--- src/rtl/csr_issue_ctrl_pkg.sv ---
// Shared types and constants for the CSR issue controller: FSM states,
// Zicsr funct3 encodings and the bit positions inside csr_op.
package csr_pkg;

  typedef enum logic [2:0] {
    IDLE  = 3'd0,
    ISSUE = 3'd1,
    WAIT  = 3'd2,
    RESP  = 3'd3,
    DRAIN = 3'd4
  } state_t;

  localparam logic [2:0] CSRRW  = 3'b001;
  localparam logic [2:0] CSRRS  = 3'b010;
  localparam logic [2:0] CSRRC  = 3'b011;
  localparam logic [2:0] CSRRWI = 3'b101;
  localparam logic [2:0] CSRRSI = 3'b110;
  localparam logic [2:0] CSRRCI = 3'b111;

  // csr_op bit positions: bit1 = read, bit0 = write
  localparam int CSR_OP_R = 1;
  localparam int CSR_OP_W = 0;

endpackage

--- src/rtl/csr_issue_ctrl_if.sv ---
// Request, CSR-bus and writeback signals of the CSR issue controller.
// Handshakes: a transfer happens on the rising clk edge where valid and
// ready (req_valid/req_ready, wb_valid/wb_ready, csr_rvalid/csr_rrsp) are
// both high; csr_valid is a single-cycle command pulse with no ready.
interface csr_issue_ctrl_if #(
  parameter int ADDR_WIDTH = 32,
  parameter int REG_WIDTH  = 32
) ();

  logic                  req_valid;
  logic                  req_ready;
  logic [2:0]            req_funct3;
  logic [4:0]            req_rs1_idx;
  logic [REG_WIDTH-1:0]  req_rs1_val;
  logic [ADDR_WIDTH-1:0] req_csr_addr;
  logic [4:0]            req_rd_idx;

  logic [1:0]            csr_op;
  logic [2:0]            csr_funct3;
  logic [4:0]            csr_imm;
  logic [REG_WIDTH-1:0]  rs1_val;
  logic [ADDR_WIDTH-1:0] csr_addr;
  logic                  csr_valid;
  logic                  csr_rrsp;
  logic [ADDR_WIDTH-1:0] csr_rdata;
  logic                  csr_rvalid;
  logic                  csr_reg_rsp;

  logic                  wb_valid;
  logic                  wb_ready;
  logic [4:0]            wb_rd_idx;
  logic [REG_WIDTH-1:0]  wb_data;
  logic                  wb_exc;
  logic                  wb_timeout;

  logic                  flush;

  // controller side
  modport slave (
    input  req_valid, req_funct3, req_rs1_idx, req_rs1_val, req_csr_addr, req_rd_idx,
    output req_ready,
    output csr_op, csr_funct3, csr_imm, rs1_val, csr_addr, csr_valid, csr_rrsp,
    input  csr_rdata, csr_rvalid, csr_reg_rsp,
    output wb_valid, wb_rd_idx, wb_data, wb_exc, wb_timeout,
    input  wb_ready,
    input  flush
  );

  // environment side (pipeline front end, CSR target, writeback)
  modport master (
    output req_valid, req_funct3, req_rs1_idx, req_rs1_val, req_csr_addr, req_rd_idx,
    input  req_ready,
    input  csr_op, csr_funct3, csr_imm, rs1_val, csr_addr, csr_valid, csr_rrsp,
    output csr_rdata, csr_rvalid, csr_reg_rsp,
    input  wb_valid, wb_rd_idx, wb_data, wb_exc, wb_timeout,
    output wb_ready,
    output flush
  );

endinterface

--- src/rtl/csr_issue_ctrl_op_decode.sv ---
// Combinational funct3/rd/rs1 decode into the csr_op read/write bits.
// funct3 000 and 100 are flagged illegal and produce csr_op = 00.
module csr_op_decode
  import csr_pkg::*;
(
  input  logic [2:0] funct3,
  input  logic [4:0] rd_idx,
  input  logic [4:0] rs1_idx,
  output logic [1:0] op,
  output logic       illegal
);

  always_comb begin
    op      = 2'b00;
    illegal = 1'b0;
    case (funct3)
      // swaps always write; the read is suppressed when rd is x0
      CSRRW, CSRRWI: begin
        op[CSR_OP_W] = 1'b1;
        op[CSR_OP_R] = (rd_idx != 5'd0);
      end
      // set/clear always read; a zero rs1/uimm makes them read-only
      CSRRS, CSRRC, CSRRSI, CSRRCI: begin
        op[CSR_OP_R] = 1'b1;
        op[CSR_OP_W] = (rs1_idx != 5'd0);
      end
      default: illegal = 1'b1;
    endcase
  end

endmodule

--- src/rtl/csr_issue_ctrl.sv ---
// CSR instruction issue controller: accepts one Zicsr request, issues it
// on the CSR bus, waits for the response (or times out) and writes back.
module csr_issue_ctrl
  import csr_pkg::*;
#(
  parameter int ADDR_WIDTH     = 32,
  parameter int REG_WIDTH      = 32,
  parameter int TIMEOUT_CYCLES = 16
) (
  input  logic             clk,
  input  logic             rst,
  csr_issue_ctrl_if.slave  bus,
  output state_t           dbg_state
);

  localparam int CNT_W = $clog2(TIMEOUT_CYCLES + 1);

  state_t state, state_n;

  logic [ADDR_WIDTH-1:0] addr_q;
  logic [1:0]            op_q;
  logic [2:0]            funct3_q;
  logic [4:0]            imm_q;
  logic [REG_WIDTH-1:0]  rs1_q;
  logic [4:0]            rd_q;
  logic [REG_WIDTH-1:0]  wb_data_q;
  logic                  wb_exc_q;
  logic                  wb_timeout_q;
  logic [CNT_W-1:0]      cnt, cnt_inc;

  logic [1:0] dec_op;
  logic       dec_illegal;

  logic req_ready, csr_valid, csr_rrsp, wb_valid;
  logic accept, rsp_take, to_take, cnt_en, timeout_hit, bus_active;

  csr_op_decode u_decode (
    .funct3  (bus.req_funct3),
    .rd_idx  (bus.req_rd_idx),
    .rs1_idx (bus.req_rs1_idx),
    .op      (dec_op),
    .illegal (dec_illegal)
  );

  // saturating count of WAIT/DRAIN cycles since the command was issued
  assign cnt_inc     = (cnt == CNT_W'(TIMEOUT_CYCLES)) ? cnt : cnt + CNT_W'(1);
  assign timeout_hit = (cnt_inc == CNT_W'(TIMEOUT_CYCLES));

  always_comb begin
    state_n   = state;
    req_ready = 1'b0;
    csr_valid = 1'b0;
    csr_rrsp  = 1'b0;
    wb_valid  = 1'b0;
    accept    = 1'b0;
    rsp_take  = 1'b0;
    to_take   = 1'b0;
    cnt_en    = 1'b0;
    case (state)
      IDLE: begin
        req_ready = 1'b1;
        if (bus.req_valid && !bus.flush) begin
          accept  = 1'b1;
          state_n = dec_illegal ? RESP : ISSUE;
        end
      end
      ISSUE: begin
        csr_valid = 1'b1;
        csr_rrsp  = bus.csr_rvalid;
        if (bus.csr_rvalid) begin
          if (bus.flush) state_n = IDLE;
          else begin
            rsp_take = 1'b1;
            state_n  = RESP;
          end
        end else if (bus.flush) begin
          state_n = DRAIN;
        end else begin
          state_n = WAIT;
        end
      end
      WAIT: begin
        csr_rrsp = bus.csr_rvalid;
        cnt_en   = 1'b1;
        if (bus.csr_rvalid) begin
          // a response racing a flush is acknowledged and dropped
          if (bus.flush) state_n = IDLE;
          else begin
            rsp_take = 1'b1;
            state_n  = RESP;
          end
        end else if (bus.flush) begin
          state_n = DRAIN;
        end else if (timeout_hit) begin
          to_take = 1'b1;
          state_n = RESP;
        end
      end
      RESP: begin
        wb_valid = !bus.flush;
        if (bus.flush || bus.wb_ready) state_n = IDLE;
      end
      DRAIN: begin
        csr_rrsp = bus.csr_rvalid;
        cnt_en   = 1'b1;
        if (bus.csr_rvalid || timeout_hit) state_n = IDLE;
      end
      default: state_n = IDLE;
    endcase
  end

  always_ff @(posedge clk or posedge rst) begin
    if (rst) begin
      state        <= IDLE;
      cnt          <= '0;
      addr_q       <= '0;
      op_q         <= '0;
      funct3_q     <= '0;
      imm_q        <= '0;
      rs1_q        <= '0;
      rd_q         <= '0;
      wb_data_q    <= '0;
      wb_exc_q     <= 1'b0;
      wb_timeout_q <= 1'b0;
    end else begin
      state <= state_n;
      if (accept) begin
        addr_q       <= bus.req_csr_addr;
        op_q         <= dec_op;
        funct3_q     <= bus.req_funct3;
        imm_q        <= bus.req_rs1_idx;
        rs1_q        <= bus.req_rs1_val;
        rd_q         <= bus.req_rd_idx;
        wb_data_q    <= '0;
        wb_exc_q     <= dec_illegal;
        wb_timeout_q <= 1'b0;
        cnt          <= '0;
      end
      if (cnt_en) cnt <= cnt_inc;
      if (rsp_take) begin
        wb_data_q    <= REG_WIDTH'(bus.csr_rdata);
        wb_exc_q     <= bus.csr_reg_rsp;
        wb_timeout_q <= 1'b0;
      end
      if (to_take) begin
        wb_data_q    <= '0;
        wb_exc_q     <= 1'b1;
        wb_timeout_q <= 1'b1;
      end
    end
  end

  // command fields are only visible while a command is outstanding
  assign bus_active = (state == ISSUE) || (state == WAIT) || (state == DRAIN);

  assign bus.req_ready  = req_ready;
  assign bus.csr_valid  = csr_valid;
  assign bus.csr_rrsp   = csr_rrsp;
  assign bus.csr_addr   = bus_active ? addr_q   : '0;
  assign bus.csr_op     = bus_active ? op_q     : '0;
  assign bus.csr_funct3 = bus_active ? funct3_q : '0;
  assign bus.csr_imm    = bus_active ? imm_q    : '0;
  assign bus.rs1_val    = bus_active ? rs1_q    : '0;
  assign bus.wb_valid   = wb_valid;
  assign bus.wb_rd_idx  = rd_q;
  assign bus.wb_data    = wb_data_q;
  assign bus.wb_exc     = wb_exc_q;
  assign bus.wb_timeout = wb_timeout_q;
  assign dbg_state      = state;

  a_op_nonzero: assert property (@(posedge clk) disable iff (rst)
    csr_valid |-> (op_q != 2'b00));

endmodule
--- src/flat_wrapper.sv ---
// flat-port wrapper written by rule: the top's interface ports become plain ports
module csr_issue_ctrl_flat import csr_pkg::*;
#(
  parameter int ADDR_WIDTH     = 32,
  parameter int REG_WIDTH      = 32,
  parameter int TIMEOUT_CYCLES = 16
)
  (clk, rst, dbg_state, bus_req_valid, bus_req_funct3, bus_req_rs1_idx, bus_req_rs1_val, bus_req_csr_addr, bus_req_rd_idx, bus_req_ready, bus_csr_op, bus_csr_funct3, bus_csr_imm, bus_rs1_val, bus_csr_addr, bus_csr_valid, bus_csr_rrsp, bus_csr_rdata, bus_csr_rvalid, bus_csr_reg_rsp, bus_wb_valid, bus_wb_rd_idx, bus_wb_data, bus_wb_exc, bus_wb_timeout, bus_wb_ready, bus_flush);
  csr_issue_ctrl_if #(.ADDR_WIDTH(ADDR_WIDTH), .REG_WIDTH(REG_WIDTH)) bus_i ();
  input  logic clk;
  input  logic rst;
  output state_t dbg_state;
  input wire logic [$bits(bus_i.req_valid)-1:0] bus_req_valid;
  input wire logic [$bits(bus_i.req_funct3)-1:0] bus_req_funct3;
  input wire logic [$bits(bus_i.req_rs1_idx)-1:0] bus_req_rs1_idx;
  input wire logic [$bits(bus_i.req_rs1_val)-1:0] bus_req_rs1_val;
  input wire logic [$bits(bus_i.req_csr_addr)-1:0] bus_req_csr_addr;
  input wire logic [$bits(bus_i.req_rd_idx)-1:0] bus_req_rd_idx;
  output wire logic [$bits(bus_i.req_ready)-1:0] bus_req_ready;
  output wire logic [$bits(bus_i.csr_op)-1:0] bus_csr_op;
  output wire logic [$bits(bus_i.csr_funct3)-1:0] bus_csr_funct3;
  output wire logic [$bits(bus_i.csr_imm)-1:0] bus_csr_imm;
  output wire logic [$bits(bus_i.rs1_val)-1:0] bus_rs1_val;
  output wire logic [$bits(bus_i.csr_addr)-1:0] bus_csr_addr;
  output wire logic [$bits(bus_i.csr_valid)-1:0] bus_csr_valid;
  output wire logic [$bits(bus_i.csr_rrsp)-1:0] bus_csr_rrsp;
  input wire logic [$bits(bus_i.csr_rdata)-1:0] bus_csr_rdata;
  input wire logic [$bits(bus_i.csr_rvalid)-1:0] bus_csr_rvalid;
  input wire logic [$bits(bus_i.csr_reg_rsp)-1:0] bus_csr_reg_rsp;
  output wire logic [$bits(bus_i.wb_valid)-1:0] bus_wb_valid;
  output wire logic [$bits(bus_i.wb_rd_idx)-1:0] bus_wb_rd_idx;
  output wire logic [$bits(bus_i.wb_data)-1:0] bus_wb_data;
  output wire logic [$bits(bus_i.wb_exc)-1:0] bus_wb_exc;
  output wire logic [$bits(bus_i.wb_timeout)-1:0] bus_wb_timeout;
  input wire logic [$bits(bus_i.wb_ready)-1:0] bus_wb_ready;
  input wire logic [$bits(bus_i.flush)-1:0] bus_flush;
  assign bus_i.req_valid = bus_req_valid;
  assign bus_i.req_funct3 = bus_req_funct3;
  assign bus_i.req_rs1_idx = bus_req_rs1_idx;
  assign bus_i.req_rs1_val = bus_req_rs1_val;
  assign bus_i.req_csr_addr = bus_req_csr_addr;
  assign bus_i.req_rd_idx = bus_req_rd_idx;
  assign bus_req_ready = bus_i.req_ready;
  assign bus_csr_op = bus_i.csr_op;
  assign bus_csr_funct3 = bus_i.csr_funct3;
  assign bus_csr_imm = bus_i.csr_imm;
  assign bus_rs1_val = bus_i.rs1_val;
  assign bus_csr_addr = bus_i.csr_addr;
  assign bus_csr_valid = bus_i.csr_valid;
  assign bus_csr_rrsp = bus_i.csr_rrsp;
  assign bus_i.csr_rdata = bus_csr_rdata;
  assign bus_i.csr_rvalid = bus_csr_rvalid;
  assign bus_i.csr_reg_rsp = bus_csr_reg_rsp;
  assign bus_wb_valid = bus_i.wb_valid;
  assign bus_wb_rd_idx = bus_i.wb_rd_idx;
  assign bus_wb_data = bus_i.wb_data;
  assign bus_wb_exc = bus_i.wb_exc;
  assign bus_wb_timeout = bus_i.wb_timeout;
  assign bus_i.wb_ready = bus_wb_ready;
  assign bus_i.flush = bus_flush;
  csr_issue_ctrl #(.ADDR_WIDTH(ADDR_WIDTH), .REG_WIDTH(REG_WIDTH), .TIMEOUT_CYCLES(TIMEOUT_CYCLES)) u_core (.clk(clk), .rst(rst), .bus(bus_i), .dbg_state(dbg_state));
endmodule
--- config.mk ---
export PLATFORM = sky130hd
export DESIGN_NAME = csr_issue_ctrl_flat
export DESIGN_NICKNAME = d
export VERILOG_FILES = /design/src/rtl/csr_issue_ctrl_pkg.sv /design/src/rtl/csr_issue_ctrl_if.sv /design/src/rtl/csr_issue_ctrl_op_decode.sv /design/src/rtl/csr_issue_ctrl.sv /design/src/flat_wrapper.sv
export SDC_FILE = /design/constraint.sdc
export NUM_CORES = 1
export LEC_CHECK = 0
export CAP_MARGIN = 20
export CORE_ASPECT_RATIO = 1.25
export CORE_MARGIN = 5
export CORE_UTILIZATION = 38
export DETAILED_ROUTE_END_ITERATION = 8
export GPL_ROUTABILITY_DRIVEN = 0
export GPL_TIMING_DRIVEN = 0
export PLACE_DENSITY = 0.81
export SLEW_MARGIN = 5
export SYNTH_ARGS = -nofsm -noshare
export SYNTH_HDL_FRONTEND = slang
export SYNTH_SLANG_ARGS = --single-unit
--- constraint.sdc ---
create_clock -name clk -period 3.49 [get_ports clk]
set_input_delay 0.5235 -clock clk [delete_from_list [all_inputs] [get_ports clk]]
set_output_delay 0.5235 -clock clk [all_outputs]
set_load 0.01 [all_outputs]
* Word-level counts from Yosys, hierarchy flattened
Cells that the tools add are included. W data, S select, Z words.
Storage, ports and cells: flip-flop bits (word level) 121, bits in latches 0, RAM bits 0, ROM bits 0, input bits 116, output and inout port bits 120, word-level logic and storage cells 90, memories kept 0
Operators by class: add/subtract/negate cells 1, $mul 0, div/mod/pow operators 0, $lt $le $gt $ge 0, equal/unequal tests 16, shifts and indexed selects 0, multiplexer cells 44, bitwise operators 0, reductions and logical operators 18
Operators with widths (number):
- $mux W32 | 5
- $mux W3 | 9
- $mux W1 | 21
- $mux W5 | 4
- $pmux W3 S5 | 1
- $eq A3 B2 Y1 const B | 4
- $eq A3 B3 Y1 const B | 4
- $eq A5 B5 Y1 const B | 2
- $reduce_bool A5 Y1 | 2
- $eq A3 B1 Y1 const B | 2
- $mux W2 | 3
- $ne A2 B1 Y1 const B | 3
- $reduce_or A2 Y1 | 3
- $reduce_or A6 Y1 | 1
- $add A5 B1 Y5 const B | 1
- $logic_or A1 B1 Y1 | 4
- $ne A4 B3 Y1 const B | 1
- $pmux W2 S2 | 1
- $reduce_and A4 Y1 | 1
- $reduce_or A4 Y1 | 1
- $logic_not A3 Y1 | 1
- $reduce_bool A3 Y1 | 1
- $reduce_or A3 Y1 | 1
- $reduce_bool A2 Y1 | 1
- other kinds (2) | 2

* Depth between registers and ports, before layout
Gate-level depths: netlist (run 1).
depth in word-level cells 8, gate-level depth with buffers 8, depth with buffers taken out 6

* Modules after synthesis
A second synthesis (run 1) with hierarchy kept.
Second synthesis, totals: cell total of the unflattened synthesis 650, area total of the unflattened synthesis 5680.4 µm²
By module, submodules not included:
- csr_issue_ctrl | instances 1, cells each 643, area each 5645.4 µm², sequential area each 3027.9 µm²
- csr_op_decode | instances 1, cells each 7, area each 35.0 µm², sequential area each 0.0 µm²

* Worst setup path before layout (run 1)
OpenSTA, ideal clock, no wires.
path type reg2out, from register u_core.state[1] (netlist: u_core.dbg_state[1]), to output port bus_csr_addr[0], arrival 1.814 ns, data required time 2.967 ns, setup slack 1.152 ns, cell stages (with the launch flop) 8, path buffers 3, cell sequence dfrtp_1 buf_2 xnor2_1 nor2_1 nor2_1 clkbuf_1 clkbuf_1 nor2b_1
Between the ends: longest elaborated chain between the ends 4, elaborated cells between the ends (all ways) 6, those cells by class eq/ne (3); mux (1); reduce/logical (2)
RTL lines:
- from (decl) | RTL line csr_issue_ctrl.sv:18 | state_t state, state_n;
- from (signal assigned) | RTL line csr_issue_ctrl.sv:126 | state <= state_n;
- $eq A3 B1 Y1 or $eq A3 B2 Y1 (tied branches) | RTL line csr_issue_ctrl.sv:154 | assign bus_active = (state == ISSUE) || (state == WAIT) || (state == DRAIN);
- $logic_or A1 B1 Y1 | RTL line csr_issue_ctrl.sv:154
- $logic_or A1 B1 Y1 (*) | RTL line csr_issue_ctrl.sv:154
- $mux W32 (*) | RTL line csr_issue_ctrl.sv:159 | assign bus.csr_addr = bus_active ? addr_q : '0;
- to (decl) | RTL line flat_wrapper.sv:24 | output wire logic [$bits(bus_i.csr_addr)-1:0] bus_csr_addr;
Every way passes the cells marked *; elsewhere a longest branch is shown, timed or not.

* Worst setup path in the final report (run 1)
from register u_core.state[1] (netlist: u_core.dbg_state[1]), to output port bus_rs1_val[21]
Between the ends: longest elaborated chain between the ends 4, elaborated cells between the ends (all ways) 6, those cells by class eq/ne (3); mux (1); reduce/logical (2)
RTL lines:
- $eq A3 B1 Y1 or $eq A3 B2 Y1 (tied branches) | RTL line csr_issue_ctrl.sv:154
- $logic_or A1 B1 Y1 | RTL line csr_issue_ctrl.sv:154
- $logic_or A1 B1 Y1 (*) | RTL line csr_issue_ctrl.sv:154
- $mux W32 (*) | RTL line csr_issue_ctrl.sv:163 | assign bus.rs1_val = bus_active ? rs1_q : '0;
- to (decl) | RTL line flat_wrapper.sv:23 | output wire logic [$bits(bus_i.rs1_val)-1:0] bus_rs1_val;
Marked as above.

==> results.cfg, run 1 <==
[placement]
dp_hpwl_um = 12130
dp_cells = 828
placed_cell_area_um2 = 7989
place_ws_ps = 83.77
port_buffers = 235

[finish]
final_util_pct = 62.45
nets = 790
area_delta_synth_final_pct = 61.14
final_area_um2 = 8627
n_fill_cell = 1128
n_antenna_cell = 0
drive_gt1_share_pct = 19.44
final_cells = 859

[floorplanning]
ioPinCount = 236
row_count = 48
die_area_um2 = 16580
die_w_um = 116.2
start_util_pct = 38.76
die-height_um = 142.7
fp.coreArea_um2 = 13810

[clocking]
cts_tree = yes
h-tree-depth = 4
clockBufferDepth = 2
clock_latency_ps = 400
numClockSinks = 121
root_buffer = clkbuf_16
clkSlewWorstSetupHoldPaths_ps = 50
cts_buffers = 17

[worst_setup_path]
r2r_setup_slack_ps = 1150
crit_end = bus_rs1_val[21]
critPathTopFamily = buffers and inverters
end_kind = output pin
cp_slowest_cell = clkdlybuf4s50_1
critPathLaunchType = register
worstSetupStartpoint = u_core.dbg_state[1]
critPathKind = register to output pin
critPathBufInv = 4
rr_startpoint = u_core.cnt[0]
path_cells = buf_2 > xnor2_2 > nor2_2 > nor2_1 > clkbuf_4 > clkbuf_2 > nor2b_1 > clkdlybuf4s50_1
r2r-end = u_core.bus.wb_data[8]
worstPathArrival_ps = 2710
slowest_delay_ps = 570
worstPathRequired_ps = 2970
crit_cells = 8
crit_fanout = 10
r2r_cells = 8

[timing]
hold_ws_ps = 472.6
tns_ps = 0
fin_crit_ps = 3233
min_period_over_period_pct = 92.64
hold_viol = 0
worst_pin_slew_ps = 567.5
setup_ws_ps = 256.8
max_freq_mhz = 309.3
slew_headroom_pct = 61.91
setup_viol = 0
maxSlewViolCount = 0
rsz0062_at_grt = false
finClkSkew_ps = 6.244

[yosys]
postSynthAreaPerCell_um2 = 12.90
yosysWarnings = 0
synth_top_area_share_pct = 56.56
synth_top_cells_by_count = dfrtp_1 (121), mux2_2 (77), nor2b_1 (76), a32o_1 (30), clkbuf_1 (22)
ys.flop_type = dfrtp_1
synth.area.top_cells = dfrtp_1 (57%), mux2_2 (16%), nor2b_1 (8.9%), a32o_1 (5.6%), clkbuf_1 (1.5%)
synth-seq-cells = 121
synth_top_family_by_area = multiplexers
synth_compound_area_share_pct = 8.904
ys_seq_area_share_pct = 56.56
synth_nets = 533
synthDominantAreaCellType = dfrtp_1
synth_cell_types = 42
syn_area_um2 = 5354
synth-simple-area-share_pct = 13.39
synth_most_common_cell = dfrtp_1
synth-edff-count = 0
synthAdderAreaFrac_pct = 0.4674
ys_async_sr_fraction_pct = 100.0
syn_inst = 415
synthXorXnorAreaFrac_pct = 0.4908
post_synth_mux_area_share_pct = 16.76

[routing]
wl_per_cell_um = 18.24
drtIter0Drc = 235
ant_nets = 0
first_pass_iters = 4
drc = 0
vias = 4316
vias_per_cell = 5.024
wirelength_um = 15670

[power_and_ir_drop]
p_leak_nw = 3.562
irDropWorstVdd_mv = 0.4768
power_mw = 8.704
power.density_nw_per_um2 = 1009

[global_route]
grt_overflow = 0
grt_util_all_layers_pct = 19.31
grt_max_degree = 43
antenna_found_initial = 0
grt_pass1_wl_um = 25230
grt_pass1_vias = 4903

[run]
maxCapViolCount = 0

[worst_hold_path]
hold_class = register to register

[run_status]
status = finished clean
-- registers in the layout (all words and copies together), names as in the netlist --
| register | cells |
|---|---|
| u_core.addr_q | 32 |
| u_core.bus.wb_data | 32 |
| u_core.bus.wb_exc | 1 |
| u_core.bus.wb_rd_idx | 5 |
| u_core.bus.wb_timeout | 1 |
| u_core.cnt | 5 |
| u_core.dbg_state | 3 |
| u_core.funct3_q | 3 |
| u_core.imm_q | 5 |
| u_core.op_q | 2 |
| u_core.rs1_q | 32 |
-- what timing repair did --
item                       CTS  global route
buffers inserted             0             0
gates resized for setup      7             4
gates cloned                 0             0
hold buffers                 0             0
setup endpoints to repair   50            64
-- layout by cell type (no fill, tap or decap), types with 5 or more instances in the layout --
cell               n
nand3_1            7
mux2_2            77
a32o_1            30
nand2_1            5
clkbuf_1          18
nor2_1            12
nand2b_1           5
clkbuf_16         17
nor2b_1           76
dfrtp_1          121
clkdlybuf4s50_1  235
-- power breakdown --
| part | internal [mW] | leakage, nW | switching, mW | total [mW] |
|---|---|---|---|---|
| registers | 2.09 | 1.49 | 0.348 | 2.44 |
| logic | 2.51 | 1.77 | 1.91 | 4.42 |
| clock network | 1.21 | 0.296 | 0.632 | 1.84 |
| total | 5.82 | 3.56 | 2.89 | 8.70 |
-- worst register-to-register path: cells and delay by family (launching register included) --
family	cells	cell delay [ps]
multiplexers	1	160
AO/OA/AOI/OAI	1	280
AND/OR/NAND/NOR	2	770
buffers and inverters	3	380
flip-flops	1	440
adder cells (fa/ha/maj)	1	210
-- how the worst min path moves through the flow --
stage | start | endpoint | slack, ps | cells past startpoint
3_5_place_dp | u_core.op_q[0] | u_core.op_q[0] | 470 | 1
6_report | u_core.op_q[0] | u_core.op_q[0] | 470 | 1
3_3_place_gp | u_core.op_q[0] | u_core.op_q[0] | 450 | 1
5_1_grt | u_core.op_q[0] | u_core.op_q[0] | 490 | 1
4_1_cts | u_core.op_q[0] | u_core.op_q[0] | 480 | 1
2_1_floorplan | u_core.op_q[0] | u_core.op_q[0] | 440 | 1
-- kinds of logic (layout without fill, tap and decap cells) --
kind of cell / after synthesis / after routing
adders and majority gates: 2 / 2
DFF: 121 / 121
xor gates and xnor gates: 3 / 3
AOI/OAI and AO/OA: 54 / 54
and+or+nand+nor: 120 / 120
muxes: 80 / 80
buffers and inverters: 35 / 304
-- per-layer routing --
metal | track usage [%] | up-vias | routed length (um)
met5 | 0 | - | 0
met4 | 8.491 | 0 | 530
met3 | 5.765 | 34 | 1164
met2 | 33.43 | 174 | 8174
met1 | 21.88 | 2121 | 5795
li1 | - | 1987 | -
-- final cells by class --
class,count,area [um2],share of cell area [%]
Inverter,5,22.52,0.2611
Clock buffer,20,446.7,5.178
Clock inverter,11,171.4,1.987
Timing Repair Buffer,238,2412,27.96
Buffer,30,175.2,2.030
Tap cell,175,219.0,2.538
Sequential cell,121,3028,35.10
Multi-Input combinational cell,259,2152,24.95
Note: power is estimated with default switching activity, not from simulation.
==> inputs of run 2 (changes only) <==
Settings changed: CORE_UTILIZATION 38 to 46, PLACE_DENSITY 0.81 to 0.91.
Clock period 3.49 ns to 4.2 ns, I/O delays scaled along.
==> run 2 against run 1 <==
Compared with the run above:
- sequential share of layout area rose by 0.12 points
- clock skew rose by 1.3 ps
- critical path type unchanged
- core utilization rose by 12 points
- total power fell by 15%
==> results.cfg, run 2 (synthesis gave the netlist of run 1 again) <==
[routing]
vias = 4362
drtIter0Drc = 116
ant_nets = 0
wl_per_cell_um = 19.36
vias_per_cell = 5.313
drc = 0
first_pass_iters = 4
wirelength_um = 15900

[clocking]
clockBufferDepth = 2
cts_buffers = 17
numClockSinks = 121
clkSlewWorstSetupHoldPaths_ps = 60
clock_latency_ps = 410
cts_setup_buffers = 0
cts_tree = yes
cts_hold_buf = 0
root_buffer = clkbuf_16
cts_resized = 0
h-tree-depth = 4

[finish]
nets = 788
register_area_um2 = 3028
n_antenna_cell = 0
final_common_cell = clkdlybuf4s50_1
n_fill_cell = 736
final_util_pct = 74.72
drive_gt1_share_pct = 18.30
multi_input_area_um2 = 2142
area_delta_synth_final_pct = 60.57
final_cell_mix = clkdlybuf4s50_1 (235), dfrtp_1 (121), mux2_2 (77), nor2b_1 (76), a32o_1 (30)

[timing]
hold_ws_ps = 474.2
max_freq_mhz = 262.2
setup_viol = 0
worst_pin_slew_ps = 568.0
finClkSkew_ps = 7.515
tns_ps = 0
slew_headroom_pct = 62.13
maxSlewViolCount = 0
min_period_over_period_pct = 90.81
rsz0062_at_grt = false
hold_viol = 0
fin_crit_ps = 3814

[worst_setup_path]
rr_startpoint = u_core.dbg_state[0]
crit_end = bus_csr_addr[1]
slowest_delay_ps = 530
cp_slowest_cell = clkdlybuf4s50_1
end_kind = output pin
path_cells = buf_2 > xnor2_1 > nor2_1 > nor2_1 > clkbuf_1 > clkbuf_1 > nor2b_1 > clkdlybuf4s50_1
r2r-end = u_core.funct3_q[2]
r2r_cells = 5
r2r_setup_slack_ps = 1800
critPathKind = register to output pin
crit_fanout = 10
worstPathArrival_ps = 3180
worstPathRequired_ps = 3570
worstSetupStartpoint = u_core.dbg_state[1]
critPathLaunchType = register

[power_and_ir_drop]
p_sw_mw = 2.421
combPwrFrac_pct = 49.4
clkPwrFrac_pct = 22.9
power.density_nw_per_um2 = 858.4
p_seq_share_pct = 27.7
p_int_mw = 4.959
irDropWorstVdd_mv = 0.5744
p_leak_nw = 3.569
switching_share_pct = 32.81

[floorplanning]
row_count = 44
start_util_pct = 46.53
die_w_um = 106.5
ioPinCount = 236
die_area_um2 = 13910
die-height_um = 130.6
fp.coreArea_um2 = 11510

[global_route]
grt_max_degree = 69
grt_pass1_vias = 4828
antenna_found_initial = 0
grt_overflow = 0
grt_util_all_layers_pct = 22.87
grt_pass1_wl_um = 24710

[run]
maxCapViolCount = 0

[placement]
dp_hpwl_um = 11730
port_buffers = 235

[worst_hold_path]
hold_class = register to register

[run_status]
status = finished clean
-- run 2: changes by cell type in the layout (fill, tap and decap cells not counted), moves of 2 or more --
cell / change
buf_12: -3
clkbuf_1: +5
bufinv_16: +2
clkbuf_2: -4
clkinvlp_4: -2
clkbuf_8: +2
-- run 2: per-stage QoR --
stage	area, um2	std cells	setup slack (ps)	power (mW)
floorplan	5354	415	355.8	3.766
global placement	7879	788	-1192	5.556
detailed placement	7911	789	797.8	5.701
CTS	8597	821	342.2	7.445
global route	8597	821	121.2	7.782
finish	8597	821	386.0	7.380
-- run 2: power groups by stage --
stage	Sequential (mW)	Clock (mW)	Combinational (mW)
floorplan	2.05	0	1.71
global placement	2.00	0	3.56
detailed placement	2.04	0	3.66
CTS	2.04	1.70	3.70
global route	2.11	1.76	3.92
finish	2.04	1.69	3.65
-- run 2: layout make-up --
class / count / area share, %
inverters: 5 / 0.2765
repair buffers: 236 / 27.68
clock buffers: 21 / 5.472
flip-flops and latches: 121 / 35.22
well taps: 138 / 2.008
clock inverters: 11 / 2.503
plain buffers: 30 / 1.921
multi-input cells: 259 / 24.92
-- run 2: how the worst min path moves through the flow --
stage / start / to / depth (start not counted)
after floorplan: u_core.op_q[0] / u_core.op_q[0] / 1
after global placement: u_core.op_q[0] / u_core.op_q[0] / 1
after detailed placement: u_core.op_q[0] / u_core.op_q[0] / 1
after CTS: u_core.op_q[0] / u_core.op_q[0] / 1
after global routing: u_core.addr_q[13] / u_core.addr_q[13] / 1
final: u_core.op_q[0] / u_core.op_q[0] / 1
-- run 2: per-layer routing --
layer / routed length (um) / track usage [%] / vias to the layer above
li1: - / - / 1987
met1: 5643 / 23.56 / 2175
met2: 8609 / 42.00 / 176
met3: 1317 / 9.238 / 24
met4: 325 / 8.352 / 0
met5: 0 / 0 / -
-- run 2: critical path, delay by kind of cell, from the launching register on --
family	cells	cell delay [ps]
buffers and inverters	4	1560
AND/OR/NAND/NOR	3	510
flip-flops	1	380
XOR/XNOR	1	310
